===== src/rtl/edge_event_arbiter.sv =====
// Round-robin scheduler for rising-edge events on N request lines (both edges with EDGE_BOTH_EN).
// Latency: edge sampled at posedge k -> ev_valid after posedge k+1; one idle bubble between grants.
// Backpressure: offer held (ev_id stable) until ev_ready; repeat edges while pending merge and set ovf.
module edge_event_arbiter #(
  parameter  int N    = 4,
  localparam int ID_W = $clog2(N)
) (
  input  logic            clk,
  input  logic            reset,
  input  logic [N-1:0]    x,
  input  logic            ev_ready,
  output logic            ev_valid,
  output logic [ID_W-1:0] ev_id,
  input  logic            ovf_clr,
  output logic [N-1:0]    ovf
);

  localparam logic [0:0]      S_IDLE  = 1'b0;
  localparam logic [0:0]      S_OFFER = 1'b1;
  localparam logic [ID_W:0]   L_N     = (ID_W+1)'(N);
  localparam logic [ID_W-1:0] L_LAST  = ID_W'(N-1);

  logic [N-1:0]    r_x_prev;
  logic [N-1:0]    r_pending;
  logic [N-1:0]    r_ovf;
  logic [0:0]      r_state;
  logic [ID_W-1:0] r_id;
  logic [ID_W-1:0] r_rr_ptr;

  logic [N-1:0]    w_edge;
  logic [N-1:0]    w_clr;
  logic [N-1:0]    w_ovf_set;
  logic            w_hs;
  logic            w_pick_vld;
  logic [ID_W-1:0] w_pick_id;
  logic [ID_W-1:0] w_idx;
  logic [ID_W:0]   w_sum;
  logic [ID_W-1:0] w_next_ptr;

`ifdef EDGE_BOTH_EN
  assign w_edge = x ^ r_x_prev;
`else
  assign w_edge = x & ~r_x_prev;
`endif

  // Handshake completes on the clock edge where an offer meets ev_ready.
  assign w_hs       = (r_state == S_OFFER) && ev_ready;
  assign w_clr      = w_hs ? (N'(1) << r_id) : '0;
  // A repeat edge only overflows if the pending bit is not being consumed this cycle.
  assign w_ovf_set  = w_edge & r_pending & ~w_clr;
  assign w_next_ptr = (r_id == L_LAST) ? '0 : r_id + ID_W'(1);

  assign ev_valid = (r_state == S_OFFER);
  assign ev_id    = r_id;
  assign ovf      = r_ovf;

  // Round-robin search from r_rr_ptr; iterating downwards lets the nearest set bit win.
  always_comb begin
    w_pick_vld = 1'b0;
    w_pick_id  = '0;
    w_sum      = '0;
    w_idx      = '0;
    for (int k = N-1; k >= 0; k--) begin
      w_sum = {1'b0, r_rr_ptr} + (ID_W+1)'(k);
      if (w_sum >= L_N) begin
        w_sum = w_sum - L_N;
      end
      w_idx = w_sum[ID_W-1:0];
      if (r_pending[w_idx]) begin
        w_pick_vld = 1'b1;
        w_pick_id  = w_idx;
      end
    end
  end

  // Input history; all-ones so lines already high at reset release raise no event.
  always_ff @(posedge clk or negedge reset) begin
    if (!reset) begin
      r_x_prev <= '1;
    end else begin
      r_x_prev <= x;
    end
  end

  // Pending events: a new edge wins over the grant clearing the same channel.
  always_ff @(posedge clk or negedge reset) begin
    if (!reset) begin
      r_pending <= '0;
    end else begin
      r_pending <= (r_pending & ~w_clr) | w_edge;
    end
  end

  // Sticky overflow flags; a fresh overflow survives a simultaneous clear.
  always_ff @(posedge clk or negedge reset) begin
    if (!reset) begin
      r_ovf <= '0;
    end else begin
      r_ovf <= (ovf_clr ? '0 : r_ovf) | w_ovf_set;
    end
  end

  // Grant FSM: latch a winner in IDLE, hold the offer until accepted, then advance the pointer.
  always_ff @(posedge clk or negedge reset) begin
    if (!reset) begin
      r_state  <= S_IDLE;
      r_id     <= '0;
      r_rr_ptr <= '0;
    end else begin
      case (r_state)
        S_IDLE: begin
          if (w_pick_vld) begin
            r_id    <= w_pick_id;
            r_state <= S_OFFER;
          end
        end
        S_OFFER: begin
          if (ev_ready) begin
            r_rr_ptr <= w_next_ptr;
            r_state  <= S_IDLE;
          end
        end
        default: r_state <= S_IDLE;
      endcase
    end
  end

endmodule


===== config.mk =====
export PLATFORM = sky130hd
export DESIGN_NAME = edge_event_arbiter
export DESIGN_NICKNAME = d
export VERILOG_FILES = /design/src/rtl/edge_event_arbiter.sv
export SDC_FILE = /design/constraint.sdc
export NUM_CORES = 1
export LEC_CHECK = 0
export BUFFER_PORTS_ARGS = -buffer_cell sky130_fd_sc_hd__buf_4
export CAP_MARGIN = 10
export CORE_UTILIZATION = 30
export DETAILED_ROUTE_END_ITERATION = 16
export PLACE_DENSITY = 0.55
export SYNTH_ARGS = -nofsm -noshare
export SYNTH_HDL_FRONTEND = slang
export SYNTH_SLANG_ARGS = --single-unit

===== constraint.sdc =====
create_clock -name clk -period 2.95 [get_ports clk]
set_clock_uncertainty 0.05 [all_clocks]
set_input_delay 0.4425 -clock clk [delete_from_list [all_inputs] [get_ports clk]]
set_output_delay 0.4425 -clock clk [all_outputs]
set_load 0.02 [all_outputs]

### Word-level counts from Yosys, hierarchy flattened

Cells that the tools add are included.

* bits in read-only memories: 0
* bits in registers: 17
* memories kept: 0
* input bits: 8
* output and inout bits: 7
* bits in latches: 0
* RAM bits: 0
* word-level logic and storage cells: 62

* add/subtract/negate cells: 8
* eq/ne operators: 1
* divide/modulo/power cells: 0
* reduce and logical (&&, ||, !) cells: 3
* shifts and indexed selects: 1
* multiply operators: 0
* bitwise logic cells: 9
* mux-type cells: 26
* magnitude comparators: 8

Operators with widths (count)
* 2-to-1 mux 2 bit: 9
* AND 4 bit: 4
* < comparator 2 x 3 -> 1 bit, second input constant: 4
* 2-to-1 mux 1 bit: 10
* >= comparator 3 bit, second input constant: 3
* binary-select mux 1 bit (select 2 bit): 4
* 2-to-1 mux 4 bit: 2
* inverter 4 bit: 2
* bitwise OR 4 bit: 2
* subtractor 2 x 1 -> 2 bit, second input constant: 4
* adder 2 x 2 -> 3 bit, second input constant: 2
* AND reduction 2 bit: 2
* << shifter 1 x 2 -> 4 bit, first input constant: 1
* adder 2 x 1 -> 3 bit, second input constant: 1
* >= comparator 2 x 3 -> 1 bit, second input constant: 1
* adder 2 x 1 -> 2 bit, second input constant: 1
* equality test 2 bit, second input constant: 1
* case mux 1 bit (2 select lines): 1
* logical AND 1 bit: 1
* inverter 1 bit: 1

### Logic depth before layout (Yosys ltp)

* word-level depth: 11
* depth in mapped cells: 5
* gate-level depth less buffers: 5

### Worst setup path before layout

Ideal clock, no wire load.

* path kind: register -> register
* from: register r_id[0] (netlist: ev_id[0])
* to: register r_rr_ptr[1]
* period minus slack after synthesis: 1.318 ns
* setup time: 0.128 ns
* arrival: 1.141 ns
* path slack: 1.632 ns
* stages on the path, launching flop included: 4
* required time: 2.772 ns
* cell sequence: dfrtp_1 > inv_1 > ha_1 > mux2_1

* cells in the longest elaborated chain, start to end: 2

RTL lines
* start, declared: RTL line 27 `logic [ID_W-1:0] r_id;`
* start signal, assigned: RTL line 113 `r_id <= w_pick_id;`
* adder 2 x 1 -> 2 bit / equality test 2 bit (equally long branches): RTL line 51 `assign w_next_ptr = (r_id == L_LAST) ? '0 : r_id + ID_W'(1);`
* 2-to-1 mux 2 bit (*): RTL line 51
* net w_next_ptr[1]: RTL line 38 `logic [ID_W-1:0] w_next_ptr;`
* end signal, assigned: RTL line 119 `r_rr_ptr <= w_next_ptr;`
* end, declared: RTL line 28 `logic [ID_W-1:0] r_rr_ptr;`

The timed path passes the listed nets; every way through them passes the cells marked *.
A chain may end at the register's enable or synchronous reset.

### Worst setup path after layout

* from: register r_state (netlist: ev_valid)
* to: output ev_valid

RTL lines
* start, declared: RTL line 26 `logic [0:0] r_state;`
* start signal, assigned: RTL line 106 `r_state <= S_IDLE;`
* start signal, assigned: RTL line 114 `r_state <= S_OFFER;`
* start signal, assigned: RTL line 120 `r_state <= S_IDLE;`
* end, declared: RTL line 12 `output logic ev_valid,`

No word-level cell between the ends.

==> results.json <==
{
  "p_sw_mw": 0.291,
  "die_w_um": 52.1,
  "synth_seq_cells": 17,
  "firstDrtPassIters": 4,
  "power_density_nw_per_um2": 823,
  "seqPwrFrac_pct": 48.6,
  "yosys.cell_types.count": 22,
  "avgSynthCellArea_um2": 11.1,
  "crit_slowest_cell": "dfrtp_1",
  "r2r_slack_ns": 1.69,
  "finalSetupViolCount": 0,
  "drc": 0,
  "fin_crit_sh_pct": 52.0,
  "via_per_inst": 4.76,
  "grt_usage_pct": 11.8,
  "endpoint_kind": "output pin",
  "worstPathRequired_ns": 2.46,
  "syn_inst": 68,
  "cts-resized-gates": 0,
  "clk_latency_ns": 0.30,
  "clockRootBuffer": "clkbuf_4",
  "cts.clk_slew.worst_paths_ns": 0.11,
  "clock_sink_count": 17,
  "htree_levels": 1,
  "intPower_mw": 0.471,
  "cts_tree": "done",
  "hold_viol_final": 0,
  "synth_top_cell_by_area": "dfrtp_1",
  "grt_overflow": 0,
  "netSwitchingFraction_pct": 38.2,
  "hold_start": "x[3]",
  "path_class": "flop to output pin",
  "maxCapViolCount": 0,
  "initial_utilization_pct": 32.7,
  "p_leak_nw": 0.442,
  "via_count": 543,
  "synth-seq-area-share_pct": 57.2,
  "grt_setup_unrepaired": "no",
  "netlist_area_um2": 752,
  "drive_above_1_share_pct": 29.1,
  "hp-class": "primary input to flop",
  "grt_max_degree": 18,
  "path_cells": "buf_4",
  "worst_slew_pin_slew_ns": 0.375,
  "power_mw": 0.761,
  "fin_setup_tns_ns": 0,
  "reg2reg_from": "ev_id[0]$_DFFE_PN0P_",
  "synth_nets": 80,
  "synthTopCellsByArea": "dfrtp_1, dfstp_2, ha_1, nand2_1, nand2b_1",
  "dieArea_um2": 2710,
  "nNetsFinal": 99,
  "max_freq_mhz": 652,
  "die_h_um": 52.1,
  "r2r-end": "r_rr_ptr[1]$_DFFE_PN0N_",
  "min_path_cells": 1,
  "fill_cells": 245,
  "vdd_ir_drop_max_mv": 0.535,
  "cp_max_fo": 11,
  "grt_pass1_wl_um": 2210,
  "portBuffers": 14,
  "std_cell_rows": 17,
  "core_area_um2": 2300,
  "regArea_um2": 430,
  "wl_per_cell_um": 11.5,
  "syn2layout_area_growth_pct": 23.0,
  "multi_input_area_um2": 288,
  "io_pins": 15,
  "cts_buffer_depth": 2,
  "drtAntennaViolNets": 0,
  "synthDominantCellAreaShare_pct": 43.3,
  "dp.final_hpwl_um": 995,
  "cp.arrival_ns": 1.04,
  "startpoint_type": "flop",
  "drt_iter0_markers": 8,
  "hold_end": "r_x_prev[3]$_DFF_PN1_",
  "p_clk_share_pct": 16.7,
  "min_period_ns": 1.53,
  "postRouteWirelength_um": 1310,
  "yosysWarnings": 0,
  "slew_viol_final": 0,
  "gp_congestion": 0.832,
  "status": "complete, no violations",
  "crit_family": "flip-flops",
  "power_frac_comb_pct": 34.6,
  "ff2ff_path_depth": 3,
  "worstPathBufferInverterCount": 1,
  "antenna_found_initial": 0,
  "n_antenna_cell": 0,
  "grt_pass1_vias": 509,
  "slew-limit-headroom_pct": 74.8,
  "cts_buffers": 3,
  "critPathMaxStageDelay_ns": 0.55
}
## what timing repair did
action                                 4_1_cts  5_1_grt
endpoints found under the hold margin       13        0
hold buffers                                 1        0
buffers inserted                             0        0
## worst max path at each step
| stage | from | endpoint | slack (ns) | depth (start not counted) |
|---|---|---|---|---|
| after detailed placement | ev_id[0]$_DFFE_PN0P_ | r_rr_ptr[1]$_DFFE_PN0N_ | 1.70 | 3 |
| after floorplan | ev_id[0]$_DFFE_PN0P_ | r_rr_ptr[1]$_DFFE_PN0N_ | 1.63 | 3 |
| after global placement | ev_id[0]$_DFFE_PN0P_ | r_rr_ptr[1]$_DFFE_PN0N_ | 1.73 | 3 |
| after global routing | ev_valid$_DFF_PN0_ | ev_valid | 1.34 | 1 |
| final | ev_valid$_DFF_PN0_ | ev_valid | 1.42 | 1 |
| after CTS | ev_valid$_DFF_PN0_ | ev_valid | 1.39 | 1 |
## state kept, by name (all words and copies together), names as in the netlist
| signal | cells |
|---|---|
| r_x_prev | 4 |
| r_rr_ptr | 2 |
| r_pending | 4 |
| ev_id | 2 |
| ev_valid | 1 |
| ovf | 4 |
## power groups by stage
stage | Sequential [mW] | Combinational [mW] | Clock, mW
finish | 0.370 | 0.264 | 0.127
global placement | 0.374 | 0.263 | 0
CTS | 0.371 | 0.268 | 0.134
global route | 0.386 | 0.301 | 0.142
floorplan | 0.393 | 0.144 | 0
detailed placement | 0.376 | 0.264 | 0
## synth_stat cells
master / count
buf_4: 1
mux2_1: 1
o31ai_1: 1
nor4_2: 1
o41ai_1: 1
nand3_1: 4
a311oi_1: 1
nor2_1: 1
o21ai_1: 2
mux2i_1: 1
a21oi_1: 2
ha_1: 4
o41ai_2: 1
o22ai_1: 4
nand2b_1: 5
and2b_1: 1
dfrtp_1: 13
nand2_1: 12
inv_1: 6
dfstp_2: 4
inv_2: 1
o211a_1: 1
## worst reg2reg max path, delay by kind of cell, from the launching register on
family / cells / cell delay [ns]
multiplexers: 1 / 0.27
buffers and inverters: 1 / 0.09
flip-flops: 1 / 0.45
adder cells (fa/ha/maj): 1 / 0.28
## area by class of cell
cell class / count / area share, %
inverters: 7 / 2.84
well taps: 28 / 3.79
clock inverters: 1 / 0.812
multi-input cells: 43 / 31.1
clock buffers: 3 / 2.44
flip-flops and latches: 17 / 46.5
repair buffers: 15 / 12.4
## through the flow
stage / setup slack (ns) / util, % / area [µm²] / cells / hold WS (ns)
finish: 1.42 / 40.3 / 925 / 114 / 0.198
global placement: 1.73 / 38.5 / 885 / 109 / 0.271
CTS: 1.39 / 40.3 / 925 / 114 / 0.186
floorplan: 1.63 / - / 752 / 68 / 0.0969
global route: 1.34 / 40.3 / 925 / 114 / 0.175
detailed placement: 1.70 / 38.5 / 885 / 109 / 0.268
## cell usage in the layout, fill, tap and decap left out
cell	instances
nor4_2	1
buf_4	14
nand3_1	4
inv_1	6
o22ai_1	4
mux2i_1	1
dfstp_2	4
mux2_1	1
o21ai_1	2
o211a_1	1
nand2_1	12
a21oi_1	2
inv_2	1
nor2_1	1
clkinvlp_4	1
o41ai_1	1
nand2b_1	5
dlygate4sd3_1	1
dfrtp_1	13
and2b_1	1
o31ai_1	1
o41ai_2	1
a311oi_1	1
ha_1	4
clkbuf_4	3
## layer usage
| layer | global-route usage (%) | wire (µm) | vias up |
|---|---|---|---|
| met3 | 5.26 | 82 | 2 |
| li1 | - | - | 271 |
| met2 | 17.3 | 537 | 17 |
| met1 | 14.8 | 676 | 253 |
| met4 | 5.41 | 10 | 0 |
| met5 | 0 | 0 | - |
## kinds of logic (layout without fill, tap and decap cells)
kind of cell               count (synthesis)  count (layout)  share of synthesized area (%)
DFF                                       17              17                           57.2
muxes                                      2               2                           2.83
adders and majority gates                  4               4                           6.66
buffers and inverters                      8              26                           4.49
and+or+nand+nor                           24              24                           16.0
AOI/OAI and AO/OA                         13              13                           12.8
(Power assumes the default switching activity.)
